### config.mk
export PLATFORM = sky130hd
export DESIGN_NAME = simple_dma_controller
export DESIGN_NICKNAME = d
export VERILOG_FILES = /design/src/rtl/simple_dma_controller.sv
export SDC_FILE = /design/constraint.sdc
export NUM_CORES = 1
export LEC_CHECK = 0
export CAP_MARGIN = 15
export CORE_MARGIN = 1.5
export CORE_UTILIZATION = 40
export DETAILED_ROUTE_END_ITERATION = 8
export PLACE_DENSITY = 0.7
export SLEW_MARGIN = 20
export SYNTH_ARGS = -nofsm -noshare
export SYNTH_HDL_FRONTEND = slang
export SYNTH_SLANG_ARGS = --single-unit
### constraint.sdc
create_clock -name clk -period 2.5 [get_ports clk]
set_clock_uncertainty 0.05 [all_clocks]
set_input_delay 0.375 -clock clk [delete_from_list [all_inputs] [get_ports clk]]
set_output_delay 0.375 -clock clk [all_outputs]
set_load 0.01 [all_outputs]
### src/rtl/simple_dma_controller.sv
// Memory-side responder for the peripheral DMA protocol: paces one word per
// device handshake between a DMA device and the openMSP430 DMA memory port.
module simple_dma_controller #(
  parameter int   TIMEOUT_CYC = 16,
  parameter logic DMA_PRIO    = 1'b0
) (
  input  logic        clk,
  input  logic        reset,
  input  logic        dma_rqst,
  input  logic        dma_rd_wr,
  input  logic [15:0] dma_start_address,
  input  logic [15:0] dma_num_words,
  input  logic        dev_ack,
  input  logic [15:0] dev_out,
  output logic [15:0] dev_in,
  output logic        dma_ack,
  output logic        dma_end_flag,
  output logic        dma_error_flag,
  output logic [14:0] dma_addr,
  output logic [15:0] dma_din,
  output logic        dma_en,
  output logic [1:0]  dma_we,
  output logic        dma_priority,
  input  logic [15:0] dma_dout,
  input  logic        dma_ready,
  input  logic        dma_resp
);
  localparam int              TW      = $clog2(TIMEOUT_CYC + 1);
  localparam logic [TW-1:0]   TO_LAST = TW'(TIMEOUT_CYC - 1);

  localparam logic [2:0] S_IDLE     = 3'd0;
  localparam logic [2:0] S_WAIT_DEV = 3'd1;
  localparam logic [2:0] S_ACCESS   = 3'd2;
  localparam logic [2:0] S_RDATA    = 3'd3;
  localparam logic [2:0] S_ACK      = 3'd4;
  localparam logic [2:0] S_DONE     = 3'd5;
  localparam logic [2:0] S_ERROR    = 3'd6;

  logic [2:0]    state_q,  state_d;
  logic [14:0]   addr_q,   addr_d;
  logic [15:0]   cnt_q,    cnt_d;
  logic          dir_q,    dir_d;
  logic [15:0]   wdata_q,  wdata_d;
  logic [TW-1:0] to_cnt_q, to_cnt_d;
  logic [15:0]   dev_in_q, dev_in_d;

  // Byte addressing: the low address bit carries no information for word moves.
  logic unused_addr_lsb;
  assign unused_addr_lsb = dma_start_address[0];

  always_comb begin
    state_d  = state_q;
    addr_d   = addr_q;
    cnt_d    = cnt_q;
    dir_d    = dir_q;
    wdata_d  = wdata_q;
    to_cnt_d = to_cnt_q;
    dev_in_d = dev_in_q;
    case (state_q)
      S_IDLE: begin
        if (dma_rqst) begin
          addr_d  = dma_start_address[15:1];
          cnt_d   = dma_num_words;
          dir_d   = dma_rd_wr;
          state_d = (dma_num_words == 16'd0) ? S_DONE : S_WAIT_DEV;
        end
      end
      S_WAIT_DEV: begin
        if (!dma_rqst) begin
          state_d = S_IDLE;
        end else if (dev_ack) begin
          state_d  = S_ACCESS;
          to_cnt_d = '0;
          if (!dir_q) wdata_d = dev_out;
        end
      end
      S_ACCESS: begin
        // Request withdrawal is not checked here; the memory access must finish.
        if (dma_ready) begin
          if (dma_resp)   state_d = S_ERROR;
          else if (dir_q) state_d = S_RDATA;
          else            state_d = S_ACK;
        end else if (to_cnt_q == TO_LAST) begin
          state_d = S_ERROR;
        end else begin
          to_cnt_d = to_cnt_q + TW'(1);
        end
      end
      S_RDATA: begin
        dev_in_d = dma_dout;
        state_d  = S_ACK;
      end
      S_ACK: begin
        addr_d  = addr_q + 15'd1;
        cnt_d   = cnt_q - 16'd1;
        state_d = (cnt_q == 16'd1) ? S_DONE : S_WAIT_DEV;
      end
      S_DONE, S_ERROR: begin
        if (!dma_rqst) state_d = S_IDLE;
      end
      default: state_d = S_IDLE;
    endcase
  end

  always_ff @(posedge clk or posedge reset) begin
    if (reset) begin
      state_q  <= S_IDLE;
      addr_q   <= '0;
      cnt_q    <= '0;
      dir_q    <= 1'b0;
      wdata_q  <= '0;
      to_cnt_q <= '0;
      dev_in_q <= '0;
    end else begin
      state_q  <= state_d;
      addr_q   <= addr_d;
      cnt_q    <= cnt_d;
      dir_q    <= dir_d;
      wdata_q  <= wdata_d;
      to_cnt_q <= to_cnt_d;
      dev_in_q <= dev_in_d;
    end
  end

  // Every output is a decode of registered state, never of an input.
  assign dev_in         = dev_in_q;
  assign dma_ack        = (state_q == S_ACK);
  assign dma_end_flag   = (state_q == S_DONE);
  assign dma_error_flag = (state_q == S_ERROR);
  assign dma_en         = (state_q == S_ACCESS);
  assign dma_we         = (state_q == S_ACCESS && !dir_q) ? 2'b11 : 2'b00;
  assign dma_addr       = addr_q;
  assign dma_din        = wdata_q;
  assign dma_priority   = DMA_PRIO;
endmodule
After elaboration in Yosys (flattened, before gate mapping)
Index checks and enable logic that the tools add are counted.
Cells by class
  equality and inequality tests: 16
  bitwise operators: 1
  mux-type cells: 21
  reduce and logical (&&, ||, !) cells: 12
  add/subtract/negate cells: 3
Operator list (number)
  case mux 16 bit (2 select lines): 1
  two-way mux 3 bit: 10
  case mux 15 bit (2 select lines): 1
  two-way mux 5 bit: 4
  case mux 3 bit (6 select lines): 1
  equality test 16 x 1 -> 1 bit (second input constant): 1
  zero test 16 bit: 1
  two-way mux 16 bit: 1
  subtractor 16 x 1 -> 16 bit (second input constant): 1
  adder 15 x 1 -> 15 bit (second input constant): 1
  two-way mux 15 bit: 1
  != test 2 bit (second input constant): 6
  case mux 5 bit (2 select lines): 1
  equality test 3 bit (second input constant): 3
  AND reduction 4 bit: 2
  equality test 3 x 2 -> 1 bit (second input constant): 2
  adder 5 x 1 -> 5 bit (second input constant): 1
  equality test 5 x 4 -> 1 bit (second input constant): 1
  AND reduction 5 bit: 1
  AND reduction 2 bit: 2
  nonzero test 2 bit: 2
  equality test 3 x 1 -> 1 bit (second input constant): 1
  zero test 3 bit: 1
  != test 3 x 1 -> 1 bit (second input constant): 1
  6 further kinds: 6
Word-level totals
  bits in registers: 72
  output and inout port bits: 54
  word-level logic and storage cells: 60

Depth between registers and ports, before layout
  depth in word-level cells: 4
  gate-level depth with buffers: 7

Worst setup path after synthesis
Ideal clock, no wire load.
  kind: reg2reg
  start: register to_cnt_q[0]
  end: register to_cnt_q[2]
  cell stages (with the launch flop): 8
  slack: 0.351 ns
  data required time: 2.329 ns
  data arrival time: 1.977 ns
  path buffers: 0
  period minus slack after synthesis: 2.149 ns
  cell sequence: dfrtp_1 ha_1 and3_1 ha_1 or4b_1 a21o_1 o21bai_1 o2bb2ai_1
Between the ends
  word-level cells in the longest chain between the ends: 4
  elaborated cells on any way between the ends: 7
  those cells by class: add/sub: 1; eq/ne: 2; mux: 3; reduce/logical: 1
RTL lines
  start, declared: RTL line 44  | logic [TW-1:0] to_cnt_q, to_cnt_d;
  start signal, assigned: RTL line 120  | to_cnt_q <= to_cnt_d;
  adder 5 x 1 -> 5 bit: RTL line 86  | to_cnt_d = to_cnt_q + TW'(1);
  two-way mux 5 bit: RTL line 83  | end else if (to_cnt_q == TO_LAST) begin
  two-way mux 5 bit: RTL line 79  | if (dma_ready) begin
  case mux 5 bit (2 select lines): RTL line 59  | case (state_q)
Parallel ways exist; a longest one is shown, timed or not. The select of a mux whose other input is x is not followed.
A chain may end at the register's enable or synchronous reset.

Final worst setup path
  start: register state_q[0]
  end: output dma_ack
Between the ends
  word-level cells in the longest chain between the ends: 1
RTL lines
  start, declared: RTL line 39  | logic [2:0] state_q, state_d;
  start signal, assigned: RTL line 115  | state_q <= state_d;
  equality test 3 bit: RTL line 127  | assign dma_ack = (state_q == S_ACK);
  end, declared: RTL line 16  | output logic dma_ack,
No other way between the ends.

==> impl_results.html <==
<table>
<tr><th>Metric</th><th>Value</th></tr>
<tr><th colspan="2">Place</th></tr>
<tr><td>Hpwl dp</td><td>6.86 mm</td></tr>
<tr><td>Number of buffer cells added on primary ports</td><td>122</td></tr>
<tr><td>Final GP Congestion</td><td>0.844</td></tr>
<tr><th colspan="2">Die</th></tr>
<tr><td>Initial cell density of the core</td><td>41.8%</td></tr>
<tr><td>Horizontal die dimension</td><td>99.2 µm</td></tr>
<tr><td>Core area</td><td>8850 µm²</td></tr>
<tr><td>Overall die area</td><td>9830 µm²</td></tr>
<tr><td>Core Rows</td><td>34</td></tr>
<tr><td>Ports placed on the boundary</td><td>125</td></tr>
<tr><td>Y dimension of the die</td><td>99.2 µm</td></tr>
<tr><th colspan="2">STA</th></tr>
<tr><td>Worst slew margin relative to its limit</td><td>49.4%</td></tr>
<tr><td>Max-slew violation count</td><td>0</td></tr>
<tr><td>Number of setup violations in the final report</td><td>0</td></tr>
<tr><td>Minimum clock period</td><td>2.37 ns</td></tr>
<tr><td>Maximum clock frequency</td><td>0.422 GHz</td></tr>
<tr><td>Number of endpoints with negative hold slack in the final report</td><td>0</td></tr>
<tr><td>Post-route setup TNS</td><td>0 ns</td></tr>
<tr><td>Slew of the pin with the lowest slew margin</td><td>0.756 ns</td></tr>
<tr><td>Period Utilization, post-route</td><td>94.8%</td></tr>
<tr><td>Worst Hold Slack</td><td>0.354 ns</td></tr>
<tr><td>RSZ-0062 raised after global routing</td><td>no</td></tr>
<tr><th colspan="2">Yosys</th></tr>
<tr><td>Net Count, Synth</td><td>428</td></tr>
<tr><td>Number of distinct library cell variants in the gate-level netlist after synthesis</td><td>54</td></tr>
<tr><td>Number of synthesized register bits</td><td>72</td></tr>
<tr><td>Synth Flop Type</td><td>sky130_fd_sc_hd__dfrtp_1</td></tr>
<tr><td>Fraction of synthesis flops using an asynchronous set or reset pin</td><td>100%</td></tr>
<tr><td>Post-Synthesis Cell Area</td><td>3700 µm²</td></tr>
<tr><td>Mean cell area of the mapped netlist</td><td>10.5 µm²</td></tr>
<tr><td>Sequential-to-total area share from yosys stat</td><td>48.7%</td></tr>
<tr><td>Number of enable-type register cells in the synthesized netlist</td><td>0</td></tr>
<tr><td>Synthesized netlist cell count</td><td>352</td></tr>
<tr><td>Count of yosys warnings during synthesis</td><td>0</td></tr>
<tr><th colspan="2">Worst setup path</th></tr>
<tr><td>Depth of the worst register-to-register path</td><td>7</td></tr>
<tr><td>End of the worst register-to-register path</td><td>to_cnt_q[2]$_DFFE_PP0P_</td></tr>
<tr><td>Worst-path fanout max</td><td>11</td></tr>
<tr><td>Critical path data arrival time</td><td>1.94 ns</td></tr>
<tr><td>Required time of the critical path</td><td>2.08 ns</td></tr>
<tr><td>Reg2Reg Setup Slack</td><td>0.21 ns</td></tr>
<tr><td>Worst setup path end</td><td>dma_ack</td></tr>
<tr><td>Class of the most critical setup path</td><td>flop to primary output</td></tr>
<tr><td>Kind of start point of the critical path</td><td>flop</td></tr>
<tr><td>Worst setup path startpoint</td><td>state_q[0]$_DFFE_PP0P_</td></tr>
<tr><td>Worst reg2reg startpoint</td><td>to_cnt_q[0]$_DFFE_PP0P_</td></tr>
<tr><td>Kind of end point of the critical path</td><td>primary output</td></tr>
<tr><th colspan="2">Global routing</th></tr>
<tr><td>GR Util met3</td><td>3.44%</td></tr>
<tr><td>Global-route wire length before repair</td><td>15.8 mm</td></tr>
<tr><td>Maximum number of pins on one net before global-route repair</td><td>41</td></tr>
<tr><td>Total GRT Usage</td><td>19.8%</td></tr>
<tr><td>Most crowded layer after global routing</td><td>met2</td></tr>
<tr><td>Via count of the first global-routing pass</td><td>3,351</td></tr>
<tr><td>Antenna violations before repair</td><td>0</td></tr>
<tr><td>Overall overflow remaining after global route</td><td>0</td></tr>
<tr><td>Met2 Usage GRT</td><td>31.8%</td></tr>
<tr><td>Met1 capacity usage during global routing</td><td>27.5%</td></tr>
<tr><th colspan="2">Power and ir drop</th></tr>
<tr><td>Leakage component of the power</td><td>2.15 nW</td></tr>
<tr><td>Power density cells</td><td>1140 nW/µm²</td></tr>
<tr><td>Peak ir drop on the vdd network</td><td>0.533 mV</td></tr>
<tr><td>Power consumption</td><td>0.00605 W</td></tr>
<tr><th colspan="2">Final layout</th></tr>
<tr><td>Proportion of layout cells with a drive suffix above 1</td><td>14.8%</td></tr>
<tr><td>Most common library cell in the layout ignoring fill and taps</td><td>sky130_fd_sc_hd__clkdlybuf4s50_1</td></tr>
<tr><td>Synth-to-layout area growth</td><td>43.1%</td></tr>
<tr><td>Antenna diode instance count</td><td>0</td></tr>
<tr><td>Final net count</td><td>556</td></tr>
<tr><td>Commonest non-fill, non-tap cells in the layout</td><td>sky130_fd_sc_hd__clkdlybuf4s50_1, sky130_fd_sc_hd__dfrtp_1, sky130_fd_sc_hd__nand2_1, sky130_fd_sc_hd__nor2_1, sky130_fd_sc_hd__mux2_2</td></tr>
<tr><th colspan="2">Run</th></tr>
<tr><td>Number of violations of the max-capacitance limit</td><td>0</td></tr>
<tr><th colspan="2">CTS</th></tr>
<tr><td>Worst-skew pair later-pin latency</td><td>0.35 ns</td></tr>
<tr><td>Number of clock buffers inserted by TritonCTS</td><td>9</td></tr>
<tr><td>Clock root buffer</td><td>sky130_fd_sc_hd__clkbuf_8</td></tr>
<tr><td>Post-CTS clock slew at the launch and capture registers of the worst setup and hold paths</td><td>0.08 ns</td></tr>
<tr><td>Clock tree from TritonCTS</td><td>yes</td></tr>
<tr><td>Worst-case clock buffer depth</td><td>2</td></tr>
<tr><td>Post-CTS repair timing setup buffer count</td><td>0</td></tr>
<tr><td>Number of H-tree levels</td><td>3</td></tr>
<tr><td>Total number of clock tree sinks</td><td>72</td></tr>
<tr><th colspan="2">Route</th></tr>
<tr><td>Post-route DRC violation count</td><td>0</td></tr>
<tr><td>Total via count in the routed design</td><td>3,215</td></tr>
<tr><td>Wirelength per Cell</td><td>15.7 µm</td></tr>
<tr><td>Post-detailed-route via-to-cell ratio</td><td>5.42</td></tr>
<tr><td>Number of detailed-route iterations in the first pass</td><td>4</td></tr>
<tr><td>Initial DRC count</td><td>94</td></tr>
<tr><td>Number of routed nets with antenna violations</td><td>0</td></tr>
<tr><td>Post-detailed-routing wire length</td><td>9.28 mm</td></tr>
<tr><th colspan="2">Worst hold path</th></tr>
<tr><td>Classification of the worst-slack hold path</td><td>input pin to asynchronous set/reset pin</td></tr>
<tr><th colspan="2">Status</th></tr>
<tr><td>Run status</td><td>completed</td></tr>
</table>
-- power breakdown --
group,switching (W),internal [W]
combinational,0.00121,0.00166
clock,0.000454,0.000464
sequential,0.000539,0.00172
-- timing repair --
action | 4_1_cts | 5_1_grt
gates resized for setup | 0 | 2
setup endpoints to repair | 0 | 3
hold buffers | 0 | 0
-- cells by family (layout without fill, tap and decap cells) --
family / count (synthesis) / after routing / share of synthesized area [%]
other: 1 / 1 / 0.101
muxes: 34 / 34 / 11.4
adders and majority gates: 5 / 5 / 1.69
and+or+nand+nor: 135 / 135 / 19.9
AOI/OAI and AO/OA: 75 / 75 / 14.4
DFF: 72 / 72 / 48.7
buffers and inverters: 30 / 163 / 3.82
-- Yosys cell counts, drive strengths merged (4+ instances only) --
cell | instances | area share, %
and3 | 6 | 1.0
mux2 | 34 | 11
o311ai | 7 | 1.7
nor4 | 7 | 1.8
o21ai | 14 | 1.9
ha | 5 | 1.7
dfrtp | 72 | 49
nor3 | 7 | 0.95
nor2b | 4 | 0.68
o211ai | 10 | 2.0
a311oi | 5 | 1.2
nand2 | 33 | 3.3
or3 | 4 | 0.68
a31oi | 5 | 0.85
clkbuf | 7 | 0.71
nor2 | 26 | 2.6
buf | 12 | 2.0
nand4 | 7 | 1.4
inv | 10 | 1.0
nand2b | 5 | 0.85
a211oi | 10 | 2.0
nand3 | 14 | 1.9
and4 | 4 | 0.95
nor3b | 4 | 0.81
a21oi | 8 | 1.1
-- through the flow --
| step | setup slack [ns] | instance area, µm² | utilization [%] | cells |
|---|---|---|---|---|
| after global routing | 0.0592 | 5290 | 59.8 | 593 |
| after detailed placement | 0.221 | 5090 | 57.6 | 577 |
| final | 0.131 | 5290 | 59.8 | 593 |
| after global placement | 0.277 | 5090 | 57.6 | 577 |
| after CTS | 0.0785 | 5290 | 59.8 | 593 |
| after floorplan | 0.250 | 3700 | - | 352 |
-- metal layers --
layer  routed length, µm  up-vias  share of wire (%)
met5                   0        -                  0
met4                 111        0                1.2
met3                 493       10                5.3
met2                4250      113                 46
met1                4420     1528                 48
li1                    -     1564                  -
-- critical path, stage by stage (launching register included) --
cell and delay (ns):
sky130_fd_sc_hd__dfrtp_1 0.51, sky130_fd_sc_hd__or3b_1 0.46, sky130_fd_sc_hd__clkinv_2 0.09, sky130_fd_sc_hd__clkdlybuf4s50_1 0.54
-- worst min-delay path by stage --
stage,end,depth (start not counted),slack [ns]
floorplan,to_cnt_q[4]$_DFFE_PP0P_,2,0.40
finish,dev_in[0]$_DFFE_PP0P_,2,0.35
global route,dev_in[0]$_DFFE_PP0P_,2,0.41
global placement,to_cnt_q[4]$_DFFE_PP0P_,2,0.41
detailed placement,to_cnt_q[4]$_DFFE_PP0P_,2,0.42
CTS,dev_in[0]$_DFFE_PP0P_,2,0.37
-- flip-flops by register name (all words and copies together) (netlist names) --
name	cells
dma_din	16
dir_q	1
dma_addr	15
dev_in	16
cnt_q	16
state_q	3
to_cnt_q	5
-- cell type report --
type,count,area [µm²]
inverters,11,42.5
clock buffers,10,128
multi-input cells,250,1760
well taps,108,135
flip-flops and latches,72,1800
clock inverters,6,70.1
repair buffers,136,1350
fillers,774,3560
No activity file was read; power rests on OpenSTA's default activity.
